[src/rtl/instr_fetch_unit_if.sv]
// -----------------------------------------------------------------------------
// instr_fetch_unit_if
//   Bundles the fetch-stage control, load port and fetched-instruction outputs.
//
//   Control / load (master -> slave):
//     stall, branch_taken, branch_target[31:0], ld_en, ld_addr[AW-1:0],
//     ld_data[31:0]
//   Fetch results (slave -> master):
//     Ins[31:0], ins_pc[31:0], ins_valid, pc[31:0], halted, fault
//
//   The fetch unit connects through the slave modport; the pipeline control
//   (or a testbench) drives the master modport.
// -----------------------------------------------------------------------------
interface instr_fetch_unit_if #(
    parameter int IMEM_DEPTH = 64
);
    localparam int AW = $clog2(IMEM_DEPTH);

    logic          stall;
    logic          branch_taken;
    logic [31:0]   branch_target;
    logic          ld_en;
    logic [AW-1:0] ld_addr;
    logic [31:0]   ld_data;

    logic [31:0]   Ins;
    logic [31:0]   ins_pc;
    logic          ins_valid;
    logic [31:0]   pc;
    logic          halted;
    logic          fault;

    modport master (
        output stall, branch_taken, branch_target, ld_en, ld_addr, ld_data,
        input  Ins, ins_pc, ins_valid, pc, halted, fault
    );

    modport slave (
        input  stall, branch_taken, branch_target, ld_en, ld_addr, ld_data,
        output Ins, ins_pc, ins_valid, pc, halted, fault
    );
endinterface

[src/rtl/instr_fetch_unit.sv]
// -----------------------------------------------------------------------------
// instr_fetch_unit
//   Fetch stage: program counter plus a loadable instruction memory. One
//   registered instruction per cycle, with stall, branch redirect (one flush
//   bubble), a halt instruction and an out-of-range fetch fault.
//
//   Ports:
//     clk   - rising-edge clock
//     rst   - synchronous active-high reset (memory contents are kept)
//     fif   - instr_fetch_unit_if.slave: control, load port, fetch outputs
//
//   Parameters:
//     IMEM_DEPTH - words of instruction memory (power of two, <= 1024)
//     RESET_PC   - word-aligned PC after reset
//     HALT_WORD  - encoding that stops fetch after being delivered
// -----------------------------------------------------------------------------
module instr_fetch_unit #(
    parameter int          IMEM_DEPTH = 64,
    parameter logic [31:0] RESET_PC   = 32'h0000_0000,
    parameter logic [31:0] HALT_WORD  = 32'hFC00_0000
) (
    input  logic               clk,
    input  logic               rst,
    instr_fetch_unit_if.slave  fif
);
    localparam int AW = $clog2(IMEM_DEPTH);

    typedef enum logic {
        RUN    = 1'b0,
        HALTED = 1'b1
    } state_t;

    logic [31:0] imem [IMEM_DEPTH];

    state_t      state_q,     state_d;
    logic [31:0] pc_q,        pc_d;
    logic [31:0] ins_q,       ins_d;
    logic [31:0] ins_pc_q,    ins_pc_d;
    logic        ins_valid_q, ins_valid_d;
    logic        halted_q,    halted_d;
    logic        fault_q,     fault_d;

    logic [AW-1:0] word_idx;
    logic          in_range;
    logic [31:0]   rd_word;
    logic          unused_tgt_lsbs;

    // Byte offset of the redirect target is discarded.
    assign unused_tgt_lsbs = ^fif.branch_target[1:0];

    // Depth is a power of two, so "word index < depth" reduces to the
    // upper PC bits all being zero.
    assign word_idx = pc_q[AW+1:2];
    assign in_range = (pc_q[31:AW+2] == '0);

    // Loads are honoured in every state, reset included.
    always_ff @(posedge clk) begin
        if (fif.ld_en) begin
            imem[fif.ld_addr] <= fif.ld_data;
        end
    end

    // Combinational read of the pre-edge contents gives read-before-write
    // behaviour when the fetch and a load hit the same word.
    assign rd_word = imem[word_idx];

    always_comb begin
        state_d     = state_q;
        pc_d        = pc_q;
        ins_d       = ins_q;
        ins_pc_d    = ins_pc_q;
        ins_valid_d = ins_valid_q;
        halted_d    = halted_q;
        fault_d     = fault_q;

        case (state_q)
            RUN: begin
                if (fif.branch_taken) begin
                    // Redirect wins over stall and inserts one bubble.
                    pc_d        = {fif.branch_target[31:2], 2'b00};
                    ins_d       = '0;
                    ins_valid_d = 1'b0;
                end else if (!fif.stall) begin
                    if (in_range) begin
                        ins_d       = rd_word;
                        ins_pc_d    = pc_q;
                        ins_valid_d = 1'b1;
                        pc_d        = pc_q + 32'd4;
                        if (rd_word == HALT_WORD) begin
                            state_d = HALTED;
                        end
                    end else begin
                        // PC holds at the faulting address for debug.
                        ins_d       = '0;
                        ins_valid_d = 1'b0;
                        fault_d     = 1'b1;
                        state_d     = HALTED;
                    end
                end
            end
            HALTED: begin
                // halted is registered here, so it rises one edge after the
                // halt word (or fault) was seen.
                halted_d    = 1'b1;
                ins_d       = '0;
                ins_valid_d = 1'b0;
            end
            default: begin
                state_d = RUN;
            end
        endcase
    end

    always_ff @(posedge clk) begin
        if (rst) begin
            state_q     <= RUN;
            pc_q        <= RESET_PC;
            ins_q       <= '0;
            ins_pc_q    <= '0;
            ins_valid_q <= 1'b0;
            halted_q    <= 1'b0;
            fault_q     <= 1'b0;
        end else begin
            state_q     <= state_d;
            pc_q        <= pc_d;
            ins_q       <= ins_d;
            ins_pc_q    <= ins_pc_d;
            ins_valid_q <= ins_valid_d;
            halted_q    <= halted_d;
            fault_q     <= fault_d;
        end
    end

    assign fif.Ins       = ins_q;
    assign fif.ins_pc    = ins_pc_q;
    assign fif.ins_valid = ins_valid_q;
    assign fif.pc        = pc_q;
    assign fif.halted    = halted_q;
    assign fif.fault     = fault_q;
endmodule

[src/flat_wrapper.sv]
// flat-port wrapper written by rule: the top's interface ports become plain ports
module instr_fetch_unit_flat 
#(
    parameter int          IMEM_DEPTH = 64,
    parameter logic [31:0] RESET_PC   = 32'h0000_0000,
    parameter logic [31:0] HALT_WORD  = 32'hFC00_0000
)
  (clk, rst, fif_stall, fif_branch_taken, fif_branch_target, fif_ld_en, fif_ld_addr, fif_ld_data, fif_Ins, fif_ins_pc, fif_ins_valid, fif_pc, fif_halted, fif_fault);
  instr_fetch_unit_if #(.IMEM_DEPTH(IMEM_DEPTH)) fif_i ();
  input  logic clk;
  input  logic rst;
  input wire logic [$bits(fif_i.stall)-1:0] fif_stall;
  input wire logic [$bits(fif_i.branch_taken)-1:0] fif_branch_taken;
  input wire logic [$bits(fif_i.branch_target)-1:0] fif_branch_target;
  input wire logic [$bits(fif_i.ld_en)-1:0] fif_ld_en;
  input wire logic [$bits(fif_i.ld_addr)-1:0] fif_ld_addr;
  input wire logic [$bits(fif_i.ld_data)-1:0] fif_ld_data;
  output wire logic [$bits(fif_i.Ins)-1:0] fif_Ins;
  output wire logic [$bits(fif_i.ins_pc)-1:0] fif_ins_pc;
  output wire logic [$bits(fif_i.ins_valid)-1:0] fif_ins_valid;
  output wire logic [$bits(fif_i.pc)-1:0] fif_pc;
  output wire logic [$bits(fif_i.halted)-1:0] fif_halted;
  output wire logic [$bits(fif_i.fault)-1:0] fif_fault;
  assign fif_i.stall = fif_stall;
  assign fif_i.branch_taken = fif_branch_taken;
  assign fif_i.branch_target = fif_branch_target;
  assign fif_i.ld_en = fif_ld_en;
  assign fif_i.ld_addr = fif_ld_addr;
  assign fif_i.ld_data = fif_ld_data;
  assign fif_Ins = fif_i.Ins;
  assign fif_ins_pc = fif_i.ins_pc;
  assign fif_ins_valid = fif_i.ins_valid;
  assign fif_pc = fif_i.pc;
  assign fif_halted = fif_i.halted;
  assign fif_fault = fif_i.fault;
  instr_fetch_unit #(.IMEM_DEPTH(IMEM_DEPTH), .RESET_PC(RESET_PC), .HALT_WORD(HALT_WORD)) u_core (.clk(clk), .rst(rst), .fif(fif_i));
endmodule
[config.mk]
export PLATFORM = sky130hd
export DESIGN_NAME = instr_fetch_unit_flat
export DESIGN_NICKNAME = d
export VERILOG_FILES = /design/src/rtl/instr_fetch_unit_if.sv /design/src/rtl/instr_fetch_unit.sv /design/src/flat_wrapper.sv
export SDC_FILE = /design/constraint.sdc
export NUM_CORES = 2
export LEC_CHECK = 0
export CORE_ASPECT_RATIO = 1.5
export CORE_MARGIN = 4
export CORE_UTILIZATION = 50
export CTS_CLUSTER_DIAMETER = 120
export DETAILED_ROUTE_END_ITERATION = 16
export GPL_ROUTABILITY_DRIVEN = 0
export PLACE_DENSITY_LB_ADDON = 0.15
export SLEW_MARGIN = 15
export SYNTH_ARGS = -nofsm -noshare
export SYNTH_HDL_FRONTEND = slang
export SYNTH_SLANG_ARGS = --single-unit
[constraint.sdc]
create_clock -name clk -period 4.35 [get_ports clk]
set_input_delay 0.6525 -clock clk [delete_from_list [all_inputs] [get_ports clk]]
set_output_delay 0.6525 -clock clk [all_outputs]
set_load 0.01 [all_outputs]
# == Word-level counts from Yosys, hierarchy flattened ==
# Memory sizes are Yosys's and may differ from the RTL's. A register that Yosys moved wholly into a read port is not among the register bits.
# Cells that the tools add are included.
# totals
latchBits,0
word_cells,41
ff_bits,100
mem_bits_rw,2048
output_inout_bits,99
mem_bits_ro,0
in_bits,75
n_memories,1
# op_classes
mux,20
n_lt_le_gt_ge,0
bitwise_logic,4
n_reduce_logical,5
multipliers,0
div_mod_pow,0
shift,0
add_sub_neg,1
n_eq_ne,3
# memory_table
name,depth,width,rd,rd_ports_with_merged_regs,write_ports,line_no,rtl
u_core.imem,64,32,1,1,1,instr_fetch_unit.sv:33,logic [31:0] imem [IMEM_DEPTH];
# op_table
op,n
two-way mux 32 bit,6
case mux 32 bit (2 select lines),1
"adder 32 x 3 -> 32 bit, second input constant",1
"== test 32 bit, second input constant",1
zero test 24 bit,1
two-way mux 6 bit,2
two-way mux 1 bit,10
AND reduction 4 bit,2
inverter 1 bit,4
"!= test 3 bit, second input constant",1
AND reduction 3 bit,1
"!= test 2 x 1 -> 1 bit, second input constant",1
case mux 1 bit (2 select lines),1
nonzero test 2 bit,1

# == Depth between registers and ports, before layout ==
# logic_depth
depth_word,6
mapped_depth,17
mapped_depth_nobuf,9

# == Least setup slack after synthesis ==
# Ideal clock, no wire load.
# synth_path
path_type,input-to-reg
startpoint,input port fif_ld_addr[5]
endpoint,memory u_core.imem[48][0] (enable)
setup_ns,0.461
arrival_time_ns,3.529
path_slack_ns,0.360
cell_stages,4
n_path_buf,1
t_required_ns,3.889
path_cell_list,clkbuf_1 > nand3_1 > or3_1 > nor3_1
# synth_rtl
item,line_no,rtl
"start, declared",flat_wrapper.sv:16,input wire logic [$bits(fif_i.ld_addr)-1:0] fif_ld_addr;
"end, declared",instr_fetch_unit.sv:33,
# No word-level cell before the write port.

==> impl_metrics.ini <==
[drt]
drt_first_iter_violations = 5516
drt_pre_antenna_iters = 6
route.vias.total = 42900
finalWirelength_mm = 239
routed_wire_length_per_instance_um = 35.7
dr_vias_cell = 6.41
drt.antenna.violating_nets = 0
drt_drc_violations_left = 0

[critical_path]
setup.worst_path.end_class = flop
cp_cell_sequence = buf_12, buf_4, mux4_2, mux2i_2, buf_4, nor2_1, a311o_1, a2111oi_2, nand4b_1, or4b_1, o31a_1, nor4_2
data_required_time_at_the_worst_endpoint_ns = 5.08
worst_r2r_path_depth = 12
critical_path.most_common_cell = buf_4
worst_path_largest_cell_delay_ns = 0.63
setup.worst_path.start_class = flop
timing.reg2reg.setup_slack_ns = 0.18
timing.critical_path.fanout_max = 25
timing_worst_setup_path_type = reg2reg
cp_slowest_cell = or4b_1
critical_r2r_capture = u_core.state_q
cp.arrival_ns = 4.90

[global_route]
antenna_found_initial = 13
grt_first_pass_wirelength_mm = 334
grt_util_met1 = 0.365
globalRoute.busiestLayer = met2
first_global_vias = 43100
gr-usage-all-layers = 0.278
fraction_of_met2_tracks_used_by_global_routing = 0.461
met3_usage = 0.0532
grt_max_degree = 65
grt_overflow = 0

[floorplan]
die_height_um = 505
chipWidth_um = 339
core_mm2 = 0.164
floorplan.initialDensity = 0.503
die_area_mm2 = 0.171
boundaryPins = 174
std_cell_rows = 182

[logic_synthesis]
synthDominantCellAreaShare = 0.746
syn_inst = 3957
syn_area_mm2 = 0.0824
ys_types = 71
netlist_top_cells_area = edfxtp_1, mux4_2, dfxtp_1
synth_warnings = 0
ys.flop_type = edfxtp_1
synth.avg_cell_area_um2 = 20.8
synth.yosys.seq_area_share = 0.771
synthDominantAreaCellType = edfxtp_1
synth_edf_count = 2048
async_flop_share = 0
ys_seq_elements = 2150

[cts]
clkLatencyLatePin_ns = 0.82
tritoncts = built
ctsHtreeMaxLevel = 4
clock_sinks = 2150
cts_root_buf = clkbuf_16
max-clock-path-buffers = 3
cts_post_setup_buffers_inserted = 0
cts_buffers = 192
clk_pin_slew_ns = 0.07

[worst_hold_path]
min_delay_path_depth = 1
hold_end = u_core.imem[5][29]
min-delay-path-class = in2reg
min_from = fif_ld_data[29]

[place]
detailedPlacementHpwl_mm = 146
placed_cells_incl_taps = 6338
dp_slack_ns = 0.129
place.port_buffers = 167
placed_area_mm2 = 0.0892

[sta]
finalSetupViolations = 0
grt_setup_unrepaired = no
final.setup_skew_ns = 0.0230
finalCriticalPeriod_ns = 4.17
final.period_utilization = 0.959
post-route-worst-setup-slack_ns = 0.180
relSlewSlack = 0.161
hold_viol_final = 0
timing.fmax_mhz = 240
timing.final.max_slew_violations = 0
tightestPinTransition_ns = 1.26
setup-tns-final_ns = 0

[cells_and_area]
layout_commonest_cell = edfxtp_1
post_route_utilization = 0.580
mostFrequentLayoutCells = edfxtp_1, mux4_2, buf_4
final_cell_area_mm2 = 0.0951
finish.cell_count_without_fillers = 6695
area_growth_syn_to_layout_pct = 15.4
post_route_cells_drive_above_1_share = 0.255
nNetsFinal = 4492

[outcome]
run_status = complete, no violations

[power]
max-vdd-ir-drop_mv = 0.442
p_leak_nw = 29.4
power.density_mw_per_mm2 = 454

[job]
maxCapViolCount = 0
==> worst max-delay path: cells and delay by family, from the launching register on <==
kind	cells	cell delay, ns
and+or+nand+nor	4	1.07
AOI/OAI and AO/OA	3	0.86
muxes	2	0.81
buffers and inverters	3	0.75
DFF	1	0.51
==> worst max-delay path by stage <==
stage	endpoint	cells past startpoint	start	slack (ns)
2_1_floorplan	u_core.imem[48][0]	4	fif_ld_addr[5]	0.36
3_3_place_gp	u_core.state_q	12	flop	0.19
3_5_place_dp	u_core.state_q	12	flop	0.13
4_1_cts	u_core.state_q	12	flop	0.09
5_1_grt	u_core.state_q	12	flop	0.1
6_report	u_core.state_q	12	flop	0.18
==> synth_stat cells (5+ instances only) <==
master    number
and2_1        31
a31oi_1       12
nand2_1      117
a221oi_1      15
clkbuf_1      92
mux2i_1      195
buf_6         33
o221ai_1      10
buf_2         58
nand2b_1      16
mux4_2       445
and3_1         5
nand4_1        7
or4_1          8
dfxtp_1      102
buf_1         12
a22oi_1      152
o21ai_0       34
nor3_1        17
o21ai_1        7
a21oi_1       81
inv_1          5
or2_2          6
o31ai_1        9
o22ai_1       32
nand3_1       42
nor2_1       164
nor4_1         9
buf_4         31
nor2b_1       22
a211oi_1      27
o211ai_1       6
a221o_1        5
edfxtp_1    2048
mux2_2        20
a22o_1        13
==> per-layer routing <==
metal  share of wire  up-vias
met4           0.048       10
met2            0.49     1971
met5         0.00026        -
met3           0.078      413
met1            0.38    23100
li1                -    17400
==> final cells by class <==
type                       instances  area, µm²
clock inverter                    99        707
multi-input combinational       1574      18000
tap                             2116       2650
antenna                            4       10.0
clock buffer                     254       5210
inverter                           6       22.5
fill                           12000      68900
timing repair buffer             492       4920
sequential                      2150      63600
==> state kept, by name, summed over array words and instances, names as in the netlist, named ones only <==
| signal | cells |
|---|---|
| u_core.imem | 2048 |
| u_core.fif.Ins | 32 |
| u_core.fif.ins_pc | 30 |
| u_core.fif.pc | 30 |
| u_core.fif.fault | 1 |
| u_core.fif.halted | 1 |
| u_core.fif.ins_valid | 1 |
| u_core.state_q | 1 |
==> cells by family (layout without fill, tap and decap cells) <==
family                     Yosys count  count (layout)  synth area share
AOI/OAI and AO/OA                  441             441            0.0371
adders and majority gates            1               1          0.000152
buffers and inverters              236             851            0.0166
DFF                               2150            2150             0.771
muxes                              663             663             0.148
other                                1               8         0.0000455
and+or+nand+nor                    465             465            0.0265
==> through the flow <==
step           hold slack (ns)  power [mW]
3_3_place_gp             0.444        27.3
5_1_grt                  0.291        44.4
2_1_floorplan            0.476        25.5
3_5_place_dp             0.443        27.3
6_report                 0.307        43.2
4_1_cts                  0.255        43.4
==> report_power, final <==
part | leakage [nW] | internal, mW | switching [mW] | total [mW]
Sequential | 19.3 | 22.8 | 0.120 | 22.9
Combinational | 7.26 | 1.61 | 2.35 | 3.96
Clock | 2.89 | 8.97 | 7.33 | 16.3
Total | 29.4 | 33.4 | 9.80 | 43.2
==> repair_timing <==
action / in CTS / in global routing
resized for setup: 0 / 1
hold buffers: 0 / 0
endpoints found under the setup margin: 0 / 1
(Power assumes the default switching activity.)
